$ cat src/rtl/trap_sequencer.sv
// Trap entry / mret return sequencer: arbitrates E/F exceptions and mret, then walks
// FLUSH -> CSR write -> REDIRECT -> BLANK, and owns the hart privilege register.
module trap_sequencer #(
    parameter logic [1:0] XLEN       = 2'd2,
    parameter logic [1:0] RESET_PRIV = 2'b11,
    localparam int        W          = 1 << (XLEN + 4)
) (
    input  logic         i_clk,
    input  logic         i_rst_n,
    input  logic [3:0]   i_exception_code_f,
    input  logic [W-1:0] i_pc_f,
    input  logic         i_kill_f,
    input  logic [3:0]   i_exception_code_e,
    input  logic [W-1:0] i_pc_e,
    input  logic [W-1:0] i_alu_out_e,
    input  logic         i_mret_e,
    input  logic [W-1:0] i_mtvec,
    input  logic [W-1:0] i_mepc,
    input  logic         i_mstatus_mie,
    input  logic         i_mstatus_mpie,
    input  logic [1:0]   i_mstatus_mpp,
    output logic         o_flush,
    output logic         o_stall,
    output logic         o_csr_we,
    output logic [W-1:0] o_mepc,
    output logic [W-1:0] o_mcause,
    output logic [W-1:0] o_mtval,
    output logic         o_mstatus_mie,
    output logic         o_mstatus_mpie,
    output logic [1:0]   o_mstatus_mpp,
    output logic         o_redirect_valid,
    output logic [W-1:0] o_redirect_pc,
    output logic         o_disable_exceptions_1cc,
    output logic [1:0]   o_current_privilege,
    output logic         o_busy
);
    localparam logic [3:0] NO_E                    = 4'd0;
    localparam logic [3:0] E_FETCH_ADDR_MISALIGNED = 4'd1;
    localparam logic [3:0] E_ILLEGAL_INSTR         = 4'd2;
    localparam logic [3:0] E_LOAD_ADDR_MISALIGNED  = 4'd3;
    localparam logic [3:0] E_LOAD_ACCESS_FAULT     = 4'd4;
    localparam logic [3:0] E_STORE_ADDR_MISALIGNED = 4'd5;
    localparam logic [3:0] E_STORE_ACCESS_FAULT    = 4'd6;
    localparam logic [3:0] E_ECALL                 = 4'd7;
    localparam logic [1:0] USER                    = 2'b00;
    localparam logic [1:0] MACHINE                 = 2'b11;

    typedef enum logic [2:0] {
        S_IDLE, S_FLUSH, S_CSR_WR, S_RET_WR, S_REDIRECT, S_BLANK
    } state_e;

    state_e       state_q, state_d;
    logic         is_ret_q;
    logic [3:0]   cause_q;
    logic [W-1:0] mepc_q, mtval_q;
    logic [1:0]   priv_q;

    logic         take, take_ret;
    logic [3:0]   code;
    logic [3:0]   cause_d;
    logic [W-1:0] pc_d, mtval_d;

    // Trigger arbitration: E exception > mret > unkilled F exception.
    always_comb begin
        take     = 1'b0;
        take_ret = 1'b0;
        code     = E_ILLEGAL_INSTR;
        pc_d     = i_pc_e;
        if (i_exception_code_e != NO_E) begin
            take = 1'b1;
            code = i_exception_code_e;
        end else if (i_mret_e) begin
            take     = 1'b1;
            take_ret = (priv_q == MACHINE);
        end else if (i_exception_code_f != NO_E && !i_kill_f) begin
            take = 1'b1;
            code = i_exception_code_f;
            pc_d = i_pc_f;
        end
        cause_d = 4'd2;
        mtval_d = '0;
        case (code)
            E_FETCH_ADDR_MISALIGNED: begin cause_d = 4'd0; mtval_d = i_pc_f;      end
            E_LOAD_ADDR_MISALIGNED:  begin cause_d = 4'd4; mtval_d = i_alu_out_e; end
            E_LOAD_ACCESS_FAULT:     begin cause_d = 4'd5; mtval_d = i_alu_out_e; end
            E_STORE_ADDR_MISALIGNED: begin cause_d = 4'd6; mtval_d = i_alu_out_e; end
            E_STORE_ACCESS_FAULT:    begin cause_d = 4'd7; mtval_d = i_alu_out_e; end
            E_ECALL:                 cause_d = {2'b10, priv_q};
            default:                 ;
        endcase
    end

    always_ff @(posedge i_clk or negedge i_rst_n) begin
        if (!i_rst_n) begin
            state_q  <= S_IDLE;
            is_ret_q <= 1'b0;
            cause_q  <= '0;
            mepc_q   <= '0;
            mtval_q  <= '0;
            priv_q   <= RESET_PRIV;
        end else begin
            state_q <= state_d;
            if (state_q == S_IDLE && take) begin
                is_ret_q <= take_ret;
                cause_q  <= cause_d;
                mepc_q   <= pc_d;
                mtval_q  <= mtval_d;
            end
            if (state_q == S_CSR_WR)      priv_q <= MACHINE;
            else if (state_q == S_RET_WR) priv_q <= i_mstatus_mpp;
        end
    end

    always_comb begin
        state_d = state_q;
        case (state_q)
            S_IDLE:     if (take) state_d = S_FLUSH;
            S_FLUSH:    state_d = is_ret_q ? S_RET_WR : S_CSR_WR;
            S_CSR_WR,
            S_RET_WR:   state_d = S_REDIRECT;
            S_REDIRECT: state_d = S_BLANK;
            default:    state_d = S_IDLE;
        endcase
    end

    always_comb begin
        o_flush                  = 1'b0;
        o_stall                  = 1'b0;
        o_csr_we                 = 1'b0;
        o_mepc                   = '0;
        o_mcause                 = '0;
        o_mtval                  = '0;
        o_mstatus_mie            = 1'b0;
        o_mstatus_mpie           = 1'b0;
        o_mstatus_mpp            = USER;
        o_redirect_valid         = 1'b0;
        o_redirect_pc            = '0;
        o_disable_exceptions_1cc = 1'b0;
        case (state_q)
            S_FLUSH: begin
                o_flush = 1'b1;
                o_stall = 1'b1;
            end
            S_CSR_WR: begin
                o_stall        = 1'b1;
                o_csr_we       = 1'b1;
                o_mepc         = mepc_q;
                o_mcause       = {{(W-4){1'b0}}, cause_q};
                o_mtval        = mtval_q;
                o_mstatus_mie  = 1'b0;
                o_mstatus_mpie = i_mstatus_mie;
                o_mstatus_mpp  = priv_q;
            end
            S_RET_WR: begin
                o_stall        = 1'b1;
                o_csr_we       = 1'b1;
                o_mepc         = i_mepc;
                o_mstatus_mie  = i_mstatus_mpie;
                o_mstatus_mpie = 1'b1;
                o_mstatus_mpp  = USER;
            end
            S_REDIRECT: begin
                o_flush          = 1'b1;
                o_stall          = 1'b1;
                o_redirect_valid = 1'b1;
                o_redirect_pc    = is_ret_q ? {i_mepc[W-1:2], 2'b00} : {i_mtvec[W-1:2], 2'b00};
            end
            S_BLANK:  o_disable_exceptions_1cc = 1'b1;
            default:  ;
        endcase
    end

    assign o_current_privilege = priv_q;
    assign o_busy              = (state_q != S_IDLE);

endmodule

$ cat config.mk
export PLATFORM = sky130hd
export DESIGN_NAME = trap_sequencer
export DESIGN_NICKNAME = d
export VERILOG_FILES = /design/src/rtl/trap_sequencer.sv
export SDC_FILE = /design/constraint.sdc
export NUM_CORES = 1
export LEC_CHECK = 0
export BUFFER_PORTS_ARGS = -buffer_cell sky130_fd_sc_hd__buf_2
export CAP_MARGIN = 20
export CORE_AREA = 2 2 237 239
export CTS_BUF_LIST = sky130_fd_sc_hd__clkbuf_16
export DETAILED_ROUTE_END_ITERATION = 10
export DIE_AREA = 0 0 239 241
export GPL_ROUTABILITY_DRIVEN = 0
export PLACE_DENSITY_LB_ADDON = 0.08
export SKIP_LAST_GASP = 1
export SYNTH_ARGS = -nofsm -noshare
export SYNTH_HDL_FRONTEND = slang
export SYNTH_SLANG_ARGS = --single-unit
$ cat constraint.sdc
create_clock -name i_clk -period 2.1 [get_ports i_clk]
set_input_delay 0.105 -clock i_clk [delete_from_list [all_inputs] [get_ports i_clk]]
set_output_delay 0.105 -clock i_clk [all_outputs]
set_load 0.01 [all_outputs]
# Word level (Yosys, flattened, before mapping)
# Cells that the tools add are included.
[word_totals]
regBits = 138
inputBits = 336
output_inout_bits = 268
wordCells = 62
[classes]
n_eq_ne = 13
mux = 31
n_reduce_logical = 12
[ops]
columns = ["op", "count"]
rows = [
  ["$mux 64", 6],
  ["$pmux 64 s2", 2],
  ["$pmux 4 s6", 1],
  ["$eq 4x3->1 const B", 4],
  ["$mux 4", 4],
  ["$mux 1", 12],
  ["$pmux 3 s4", 1],
  ["$reduce_bool 4->1", 2],
  ["$reduce_or 4->1", 2],
  ["$eq 3x2->1 const B", 2],
  ["$eq 3x3->1 const B", 2],
  ["$mux 2", 3],
  ["$eq 4x1->1 const B", 1],
  ["$eq 4x2->1 const B", 1],
  ["$reduce_or 2->1", 2],
  ["$eq 3x1->1 const B", 1],
  ["$logic_not 3->1", 1],
  ["$mux 3", 1],
  ["$reduce_bool 3->1", 1],
  ["$eq 2x2->1 const B", 1],
  ["$logic_and 1x1->1", 2],
  ["$ne 2x2->1 const B", 1],
  ["$pmux 1 s2", 1],
  ["$reduce_bool 2->1", 1],
  ["$logic_not 1->1", 1],
]

# Longest topological paths before layout
[depth]
word_depth = 8
depth_mapped = 9
depth_no_buf = 5

# Worst setup path before layout
# No wires, ideal clock.
[synth_timing]
path_type = "register -> register"
from = "register state_q[2]"
to = "register mtval_q[60]"
setup_time_ns = 0.126
arrival_ns = 1.874
t_required_ns = 1.974
slack_ns = 0.100
path_stages_with_launch = 8
n_path_buf = 3
period_less_slack_ns = 2.000
cell_sequence = "dfrtp_1 > or3_1 > nand2b_1 > buf_6 > buf_4 > buf_2 > and2_1 > a221o_1"
[synth_between]
elab_chain_cells = 2
[synth_rtl]
columns = ["element", "line", "source"]
rows = [
  ["from (decl)", "52", "state_e state_q, state_d;"],
  ["from (signal assigned)", "102", "state_q <= state_d;"],
  ["$logic_not 3->1", "103", "if (state_q == S_IDLE && take) begin"],
  ["$logic_and 1x1->1", "103", ""],
  ["to (signal assigned)", "107", "mtval_q <= mtval_d;"],
  ["to (decl)", "55", "logic [W-1:0] mepc_q, mtval_q;"],
]
# Every way passes these cells.
# A chain may end at the register's enable or synchronous reset.

# Worst setup path after layout
[layout_timing]
from = "register state_q[0]"
to = "register mtval_q[18]"
# Same word-level chain as after synthesis.

==> metrics.yaml <==
status: "complete, no violations"
synth_compound_area_frac: 0.123
clockBufferDepth: 2
crit_path_end_kind: "flop"
grt_usage: 0.153
r2r-start: "state_q[0]"
stdcell_count: 2515
rsz0062_at_grt: "true"
hp-class: "in2reg"
drive_above_1_share: 0.387
grt_pass1_vias: 10740
worstSkewPairLatency_ns: 0.49
cpMaxStageDelayCell: "dfrtp_4"
grt_pass1_wl_um: 65200
synthDistinctLibCells: 44
fillers: 5953
die_y_um: 241
initial_utilization: 0.166
antenna_cells: 0
yosys.area_share.simple: 0.194
die_w_um: 239
place_area_um2: 12600
clk_pin_slew_ns: 0.06
final_hold_viol_count: 0
area_delta_synth_final_pct: 82.6
synthAdderAreaFrac: 0
drc: 0
final_util: 0.304
ys_async_sr_fraction: 1.00
drtIter0Drc: 263
total_power_mw: 16.3
min_period_ns: 2.05
max_stage_delay_ns: 0.49
postSynthAreaPerCell_um2: 9.25
crit_path_start_kind: "flop"
cp.required_ns: 2.46
finalMaxSlewViolations: 0
rows: 86
worst_slew_pin_slew_ns: 0.534
cts_tree: "done"
path_max_fanout: 57
dpl.hpwl_um: 33100
wl_per_cell_um: 19.0
worstPathCellList: "or3_4 -> nand2b_4 -> buf_12 -> buf_12 -> and2_1 -> a221o_1"
whs_ns: 0.104
crit_type: "reg2reg"
finalInstanceArea_um2: 16700
post-synth-top-area-fraction: 0.373
regArea_um2: 3460
fin_worst_skew_ns: 0.0178
vias: 10263
synth_area_um2: 9130
antenna_found_initial: 2
dp.cells: 2192
drv_cap: 0
synth_xor_area_frac: 0
core-area_um2: 54900
yosysWarningCount: 0
slew_headroom: 0.644
setup_violations: 0
htreeDepth: 4
ys_ff_latch: 138
p_per_area_nw_per_um2: 975
gr-total-overflow: 0
synthFlopType: "dfrtp_1"
synthMuxAreaShare: 0.208
netlist_top_cells_count: "mux2i_1, dfrtp_1, nor2_1"
fin_crit_sh: 0.977
synthCells: 987
fmax_mhz: 488
cts-root-buf: "clkbuf_16"
yosys-top-cells-area: "dfrtp_1, mux2i_1, and2_1"
max-vdd-ir-drop_mv: 0.678
path_common_cell: "buf_12"
fin_nets: 2134
port_buffers: 539
viasPerCell: 4.08
cts_sinks: 138
crit_arrival_ns: 2.41
die_area_um2: 57600
numCtsBuffers: 17
startpoint: "state_q[0]"
holdCritStartpoint: "i_exception_code_e[0]"
firstDrtPassIters: 4
leakagePower_nw: 8.68
synth_top_family_by_area: "multiplexers"
synth-seq-area-share: 0.378
grt_max_degree: 71
ioPinCount: 604
post-synth-top-count-cell: "mux2i_1"
routed_wirelength_um: 47700
ant_nets: 0
multi_input_area_um2: 5180
synth_area_leader_cell: "dfrtp_1"
synth_edf_count: 0
cell usage in the layout, fill, tap and decap left out, types with 32 or more instances in the layout:
cell and n:
and2_4 32, conb_1 62, and2_1 98, dfrtp_1 134, buf_2 508, a221o_1 64
nand2_1 71, mux2i_1 190, dlygate4sd3_1 253, o21ai_0 65, buf_6 34, buf_4 40
nor2_1 132
final timing paths:
check	end	cells past startpoint	slack (ns)
hold reg to reg	cause_q[2]	1	0.48
setup / recovery	mtval_q[18]	6	0.05
min in group asynchronous	mepc_q[57]	2	0.13
hold / removal	cause_q[0]	4	0.10
setup reg to reg	mtval_q[18]	6	0.05
max in group asynchronous	mtval_q[45]	3	1.27
what timing repair did:
item | in CTS | in global routing
setup buffers | 11 | 11
gates resized for setup | 38 | 67
endpoints found under the hold margin | 210 | 0
pin swaps | 2 | 18
cloned | 4 | 12
hold buffers | 253 | 0
endpoints found under the setup margin | 126 | 141
routing by layer:
layer  wire (um)  vias up  track usage
met1       19900     4946        0.175
met5          24        -            0
met3        2320       32       0.0358
li1            -     4935            -
met2       24700      346        0.281
met4         702        4       0.0475
area by class of cell:
type                            instances  share of cell area
Clock inverter                         15             0.00795
Timing Repair Buffer                  872               0.394
Clock buffer                           17              0.0255
Sequential cell                       138               0.208
Multi-Input combinational cell        763               0.310
Tap cell                              704              0.0528
Inverter                                6             0.00135
flip-flops by register name, indices dropped and copies added (netlist names):
register             flops
cause_q                  4
is_ret_q                 1
mepc_q                  64
mtval_q                 64
o_current_privilege      2
state_q                  3
logic make-up (layout without fill, tap and decap cells):
kind of cell    Yosys count  count (layout)
simple gates            362             363
mux                     190             190
compound gates          148             148
buf+inv                 148             910
flops                   138             138
other cells               1              62
critical path, delay by kind of cell, from the launching register on:
family	cells	cell delay (ns)
buffers and inverters	2	0.33
AOI/OAI and AO/OA	1	0.28
DFF	1	0.49
and+or+nand+nor	3	0.79
per-stage QoR:
step	setup TNS, ns	setup WS, ns
floorplan	0	0.0997
global placement	0	0.113
detailed placement	0	0.0703
CTS	-1.12	-0.0477
global route	-1.30	-0.0554
finish	0	0.0490
power breakdown:
group,total (mW),switching [mW],internal (mW)
logic,8.36,4.30,4.06
clock network,3.07,1.35,1.72
registers,4.84,0.834,4.00
total,16.3,6.49,9.78
Note: power is estimated with default switching activity, not from simulation.
